**src/rtl/noc_input_fifo.sv**
```systemverilog
// Per-port input buffer of the NoC router: valid/ready push from the link,
// show-ahead head packet with has-packet/read-enable pop toward the arbiter.
package pa_noc;
    localparam int PACKET_WIDTH = 16;
endpackage

module noc_input_fifo #(
    parameter  int DEPTH        = 4,
    localparam int PACKET_WIDTH = pa_noc::PACKET_WIDTH,
    localparam int CNT_W        = $clog2(DEPTH) + 1
) (
    input  logic                    i_clk,
    input  logic                    i_arst_n,
    input  logic [PACKET_WIDTH-1:0] i_packet,
    input  logic                    i_packetIsValid,
    output logic                    o_fifoReady,
    output logic                    o_fifoHasPacket,
    output logic [PACKET_WIDTH-1:0] o_fifoReadData,
    input  logic                    i_fifoReadEn,
    output logic [CNT_W-1:0]        o_fifoCount,
    output logic                    o_readErr
);
    localparam int PTR_W = $clog2(DEPTH);

    // Handshake: a push happens at an edge where i_packetIsValid && o_fifoReady;
    // a pop happens at an edge where i_fifoReadEn && o_fifoHasPacket.
    logic [PACKET_WIDTH-1:0] mem_q [DEPTH];
    logic [PACKET_WIDTH-1:0] mem_d [DEPTH];
    logic [PTR_W-1:0]        wr_ptr_q, wr_ptr_d;
    logic [PTR_W-1:0]        rd_ptr_q, rd_ptr_d;
    logic [CNT_W-1:0]        count_q, count_d;
    logic                    read_err_q, read_err_d;
    logic                    push, pop;

    always_comb begin
        push       = i_packetIsValid && (count_q != CNT_W'(DEPTH));
        pop        = i_fifoReadEn && (count_q != '0);
        mem_d      = mem_q;
        wr_ptr_d   = wr_ptr_q;
        rd_ptr_d   = rd_ptr_q;
        count_d    = count_q;
        read_err_d = read_err_q | (i_fifoReadEn && (count_q == '0));

        if (push) begin
            mem_d[wr_ptr_q] = i_packet;
            wr_ptr_d        = wr_ptr_q + PTR_W'(1);
        end
        if (pop) begin
            rd_ptr_d = rd_ptr_q + PTR_W'(1);
        end

        // Full blocks push, so push+pop never overflows the count.
        case ({push, pop})
            2'b10:   count_d = count_q + CNT_W'(1);
            2'b01:   count_d = count_q - CNT_W'(1);
            default: count_d = count_q;
        endcase
    end

    always_ff @(posedge i_clk or negedge i_arst_n) begin
        if (!i_arst_n) begin
            mem_q      <= '{default: '0};
            wr_ptr_q   <= '0;
            rd_ptr_q   <= '0;
            count_q    <= '0;
            read_err_q <= 1'b0;
        end else begin
            mem_q      <= mem_d;
            wr_ptr_q   <= wr_ptr_d;
            rd_ptr_q   <= rd_ptr_d;
            count_q    <= count_d;
            read_err_q <= read_err_d;
        end
    end

    assign o_fifoReady     = (count_q != CNT_W'(DEPTH));
    assign o_fifoHasPacket = (count_q != '0);
    assign o_fifoReadData  = mem_q[rd_ptr_q];
    assign o_fifoCount     = count_q;
    assign o_readErr       = read_err_q;
endmodule

```
**config.mk**
```make
export PLATFORM = sky130hd
export DESIGN_NAME = noc_input_fifo
export DESIGN_NICKNAME = d
export VERILOG_FILES = /design/src/rtl/noc_input_fifo.sv
export SDC_FILE = /design/constraint.sdc
export NUM_CORES = 1
export LEC_CHECK = 0
export ABC_AREA = 1
export CAP_MARGIN = 10
export CORE_MARGIN = 5
export CORE_UTILIZATION = 56
export CTS_CLUSTER_DIAMETER = 40
export DETAILED_ROUTE_END_ITERATION = 10
export HOLD_SLACK_MARGIN = 0.15
export MAX_ROUTING_LAYER = met4
export PLACE_DENSITY = 0.8
export SYNTH_ARGS = -nofsm -noshare
export SYNTH_HDL_FRONTEND = slang
export SYNTH_SLANG_ARGS = --single-unit
```
**constraint.sdc**
```tcl
create_clock -name i_clk -period 2.2 [get_ports i_clk]
set_input_delay 0.22 -clock i_clk [delete_from_list [all_inputs] [get_ports i_clk]]
set_output_delay 0.22 -clock i_clk [all_outputs]
set_load 0.05 [all_outputs]
```
## Yosys cells after proc, flatten, opt, wreduce, memory -nomap -nowiden

Index checks and enable logic that the tools add are counted.

- Input bits: 20
- Logic and storage cells: 35
- Flip-flop bits (word level): 72
- Output and inout port bits: 22

- Order comparisons: 3
- Equal/unequal tests: 3
- $add $sub $neg: 4
- Mux-type cells: 7
- Reductions and logical operators: 7
- Bitwise logic cells: 3

Operators with widths:

| cell | number |
|---|---|
| 64-bit bitwise mux | 1 |
| 16-bit two-way mux | 3 |
| 16-bit binary-select mux with 2-bit select | 1 |
| 16-bit demux with 2-bit select | 1 |
| 3-bit greater-or-equal comparator, second input constant | 2 |
| 2-bit inverter with 3-bit output | 2 |
| 3-bit case mux with 2 select lines | 1 |
| 2-bit by 1-bit adder with 2-bit output, second input constant | 2 |
| 1-bit logical AND | 4 |
| 3-bit by 1-bit adder with 3-bit output, second input constant | 1 |
| 3-bit logical NOT | 1 |
| 3-bit by 1-bit less-than comparator with 1-bit output, second input constant | 1 |
| 3-bit != test, second input constant | 1 |
| 3-bit nonzero test | 1 |
| 3-bit by 1-bit subtractor with 3-bit output, second input constant | 1 |
| 2-bit by 1-bit equality test with 1-bit output, second input constant | 1 |
| 2-bit equality test, second input constant | 1 |
| 2-bit nonzero test | 1 |
| 1-bit OR | 1 |

## Logic depth before layout (Yosys ltp)

- Depth after elaboration: 6
- Mapped depth: 12
- Gate-level depth less buffers: 12

## Least setup slack after synthesis

OpenSTA, ideal clock, no wires.

- Kind: register to register
- From: reg count_q[2], in the netlist o_fifoCount[2]
- To: reg count_q[2], in the netlist o_fifoCount[2]
- Setup time: 0.120 ns
- Buffers on the path: 0
- Arrival: 2.292 ns
- Data required time: 2.080 ns
- Cell stages (with the launch flop): 12
- Slack: -0.212 ns
- Period minus slack after synthesis: 2.412 ns
- Path through: dfrtp_1 -> inv_1 -> nand2_1 -> nand2_1 -> inv_1 -> ha_1 -> inv_1 -> fa_1 -> nand2_1 -> nand3_1 -> nand2_1 -> nand2_1

- Longest elaborated chain between the ends: 4
- Elaborated cells on any way between the ends: 10
- Classes of those cells: add/sub: 2; eq/ne: 3; mux: 1; reduce/logical: 4

Ends and longest elaborated chain:

| element | RTL line | text |
|---|---|---|
| from (decl) | 31 | `logic [CNT_W-1:0] count_q, count_d;` |
| from (signal assigned) | 71 | `count_q <= count_d;` |
| 3-bit nonzero test * | n/a |  |
| named net o_fifoHasPacket | 17 | `output logic o_fifoHasPacket,` |
| 1-bit logical AND * | 37 | `pop = i_fifoReadEn && (count_q != '0);` |
| named net pop | 33 | `logic push, pop;` |
| 2-bit by 1-bit equality test with 1-bit output or 2-bit equality test (tied branches) | 53 | `case ({push, pop})` |
| 3-bit case mux with 2 select lines or 2-bit nonzero test (tied branches) | n/a |  |

Mark *: on every way through the listed nets, which the timed path passes. The rest lies on a longest branch.
A chain may end at the register's enable or synchronous reset.

## Worst setup path in the final report

- From: reg rd_ptr_q[1]
- To: out o_fifoReadData[8]

- Longest elaborated chain between the ends: 4

Ends and longest elaborated chain:

| element | RTL line | text |
|---|---|---|
| from (decl) | 30 | `logic [PTR_W-1:0] rd_ptr_q, rd_ptr_d;` |
| from (signal assigned) | 70 | `rd_ptr_q <= rd_ptr_d;` |
| 2-bit inverter with 3-bit output (not written as such) | 78 | `assign o_fifoReadData = mem_q[rd_ptr_q];` |
| 16-bit binary-select mux with 2-bit select | 78 |  |
| 16-bit two-way mux (not written as such) (2 in series) | 78 |  |
| to (decl) | 18 | `output logic [PACKET_WIDTH-1:0] o_fifoReadData,` |

No other way between the ends. The select of a mux whose other input is x is not followed.

==> flow_metrics.tcl <==
set metrics [dict create \
    status "finished clean" \
    fmax_mhz 488 \
    syn-cell-area_mm2 0.00362 \
    most_used_standard_cell_by_instance_count_after_synthesis "sky130_fd_sc_hd__nand2_1" \
    dr.first_iter.drc_count 372 \
    mappedNetlistNets 474 \
    clock_insertion_delay_worst_skew_ps 340 \
    power.density_mw_per_mm2 1780 \
    ys_ff_latch 72 \
    int_pwr_mw 3.81 \
    initial_standard_cell_utilization_of_the_core 0.574 \
    asyncSetResetFlopFracSynth 1.00 \
    postRouteWirelength_mm 8.96 \
    detailed_place_hpwl_mm 5.25 \
    vdd_drop_max_v 0.00148 \
    average_vias_per_placed_instance 5.76 \
    cellLeakagePower_nw 2.13 \
    synth_commonest_cells "sky130_fd_sc_hd__nand2_1 (147), sky130_fd_sc_hd__dfrtp_1 (72), sky130_fd_sc_hd__nand4_1 (65)" \
    drv_slew 0 \
    critical-path-slowest-cell "sky130_fd_sc_hd__inv_2" \
    synth-seq-area-share 0.497 \
    worstHoldPathType "input pin to flop" \
    core-area_mm2 0.00631 \
    comb_power_share 0.547 \
    die_h_um 90.4 \
    cts_tree "done" \
    cts_inserted_buffers 9 \
    dr_total_vias 3227 \
    grt_max_degree 73 \
    timing.critical_path.fanout_max 33 \
    ant_nets 0 \
    synth.yosys.warnings 0 \
    totalNegativeSetupSlack_ps 0 \
    clock-root-buffer "sky130_fd_sc_hd__clkbuf_8" \
    finalHoldViolCount 0 \
    netlist_top_cells_area "sky130_fd_sc_hd__dfrtp_1 (50%), sky130_fd_sc_hd__nand2_1 (15%), sky130_fd_sc_hd__nand4_1 (11%)" \
    worst-endpoint-required_ps 1980 \
    global_route.overflow_total 0 \
    ant_diodes 0 \
    global_route_usage_over_all_layers 0.230 \
    drc_errors 0 \
    via_count_of_the_first_global_routing_pass 3128 \
    cts_resized 0 \
    hold_path_end "wr_ptr_q[0]" \
    nature_of_the_critical_path_endpoint "output port" \
    sequentialPowerShare 0.303 \
    maxSlewHeadroom 0.518 \
    post_drt_wl_per_cell_um 16.0 \
    synth_cells 448 \
    switching_portion_of_total_power 0.493 \
    cts.path.max_buffers 2 \
    dieWidth_um 90.4 \
    reg2reg_to "mem_q[55]" \
    clock_group_share_of_total_power 0.150 \
    number_of_antenna_violations_at_the_first_check_in_global_routing 0 \
    hold_depth 4 \
    cp_cell_sequence "inv_2 -> o21ai_0 -> o21ai_1 -> buf_4" \
    post-route-min-period_ps 2050 \
    netlist.top_cell.by_area "sky130_fd_sc_hd__dfrtp_1" \
    largest_incremental_delay_on_the_critical_path_ps 450 \
    fp.dieArea_mm2 0.00818 \
    finish.net_count 504 \
    edff_count_synth 0 \
    cts.sink_count 72 \
    r2r_start "o_fifoCount[0]" \
    synthFlopType "sky130_fd_sc_hd__dfrtp_1" \
    ys_types 22 \
    clock_skew_ps 8.99 \
    post-synth-top-area-fraction 0.497 \
    rsz0062_at_grt "false" \
    timing.max_cap.violations 0 \
    area_growth_syn_to_layout_pct 16.6 \
    setup.worst_path.class "flop to output port" \
    design.portCount 42 \
    grt_first_pass_wirelength_mm 15.0 \
    finalCritPeriodShare 0.931 \
    postSynthAreaPerCell_um2 8.09 \
    detail_route.first_pass.iterations 4 \
    setup-violations-final 0 \
    switchingPower_mw 3.72 \
    startpoint_kind_of_the_worst_setup_timing_path "flop" \
    critical_path_arrival_ps 1830 \
    rows 29 \
    worstMarginPinSlew_ps 724 \
    clk_transition_reported_paths_ps 70 \
    numPortBuffers 41 \
    gp_congestion 0.798 \
    hold_path.startpoint "i_packetIsValid" \
    cts_htree_levels 3 \
    rrSetupSlack_ps 330 \
    p_total_mw 7.53 \
    r2r.worst_path.cells 6 \
    share_of_post_route_cells_with_drive_strength_above_1 0.122 \
]
worst max-delay path: cells and delay by family (launching register included):
family | cells | cell delay [ps]
compound gates | 2 | 390
buf+inv | 2 | 670
flops | 1 | 410
final cells by class:
cell class | instances | area, µm²
Clock buffer | 14 | 183
Clock inverter | 2 | 35.0
Fill cell | 552 | 2090
Inverter | 11 | 41.3
Multi-Input combinational cell | 328 | 1580
Sequential cell | 72 | 1800
Tap cell | 77 | 96.3
Timing Repair Buffer | 56 | 485
cells by family after synthesis:
family | count (synthesis) | share of synthesized area
and+or+nand+nor | 271 | 0.340
adders and majority gates | 6 | 0.0228
buffers and inverters | 48 | 0.0670
AOI/OAI and AO/OA | 50 | 0.0701
DFF | 72 | 0.497
xor gates and xnor gates | 1 | 0.00242
placed cells by master (no fill, tap or decap), types with 9 or more instances in the layout:
cell / instances
sky130_fd_sc_hd__inv_1: 9
sky130_fd_sc_hd__o21ai_0: 32
sky130_fd_sc_hd__nor2_1: 48
sky130_fd_sc_hd__o21ai_1: 17
sky130_fd_sc_hd__clkbuf_8: 13
sky130_fd_sc_hd__nand2_1: 146
sky130_fd_sc_hd__clkdlybuf4s50_1: 22
sky130_fd_sc_hd__nand4_1: 65
sky130_fd_sc_hd__buf_4: 30
sky130_fd_sc_hd__dfrtp_1: 71
metal layers:
metal  vias up  GRT usage  routed length, µm
li1       1564          -                  -
met1      1536      0.300               3660
met2       112      0.363               4560
met3        15     0.0267                584
met4         0      0.103                144
met5         -          -                  0
worst max-delay path by stage:
stage / from / endpoint / cells after the start
floorplan: o_fifoCount[1] / o_fifoCount[2] / 11
global placement: i_fifoReadEn / o_fifoCount[2] / 10
detailed placement: i_fifoReadEn / o_fifoCount[2] / 10
CTS: rd_ptr_q[1] / o_fifoReadData[8] / 4
global route: rd_ptr_q[1] / o_fifoReadData[8] / 4
finish: rd_ptr_q[1] / o_fifoReadData[8] / 4
registers in the layout (all words and copies together), names as in the netlist:
| signal | flops |
|---|---|
| wr_ptr_q | 2 |
| mem_q | 64 |
| o_readErr | 1 |
| rd_ptr_q | 2 |
| o_fifoCount | 3 |
per-stage QoR:
step            util  instances  hold slack [ps]  cell area, µm²  setup slack, ps
6_report       0.669        560              229            4230              151
5_1_grt        0.669        560              262            4230             45.8
4_1_cts        0.669        560              222            4230              149
3_5_place_dp   0.633        543              293            4000              268
3_3_place_gp   0.633        543              279            4000              340
2_1_floorplan      -        448            -75.6            3630             26.7
power by group through the flow:
stage               sequential, mW  clock, mW  combinational (mW)
global route                  2.35       1.20                4.48
finish                        2.28       1.13                4.12
detailed placement            2.29          0                4.11
global placement              2.27          0                4.04
CTS                           2.27       1.15                4.13
floorplan                     2.31          0                2.95
repair_timing:
item                                    in CTS  in global routing
setup buffers                                0                  0
endpoints found under the hold margin       72                  0
hold buffers                                 1                  0
endpoints found under the setup margin       0                  0
(Power assumes the default switching activity.)
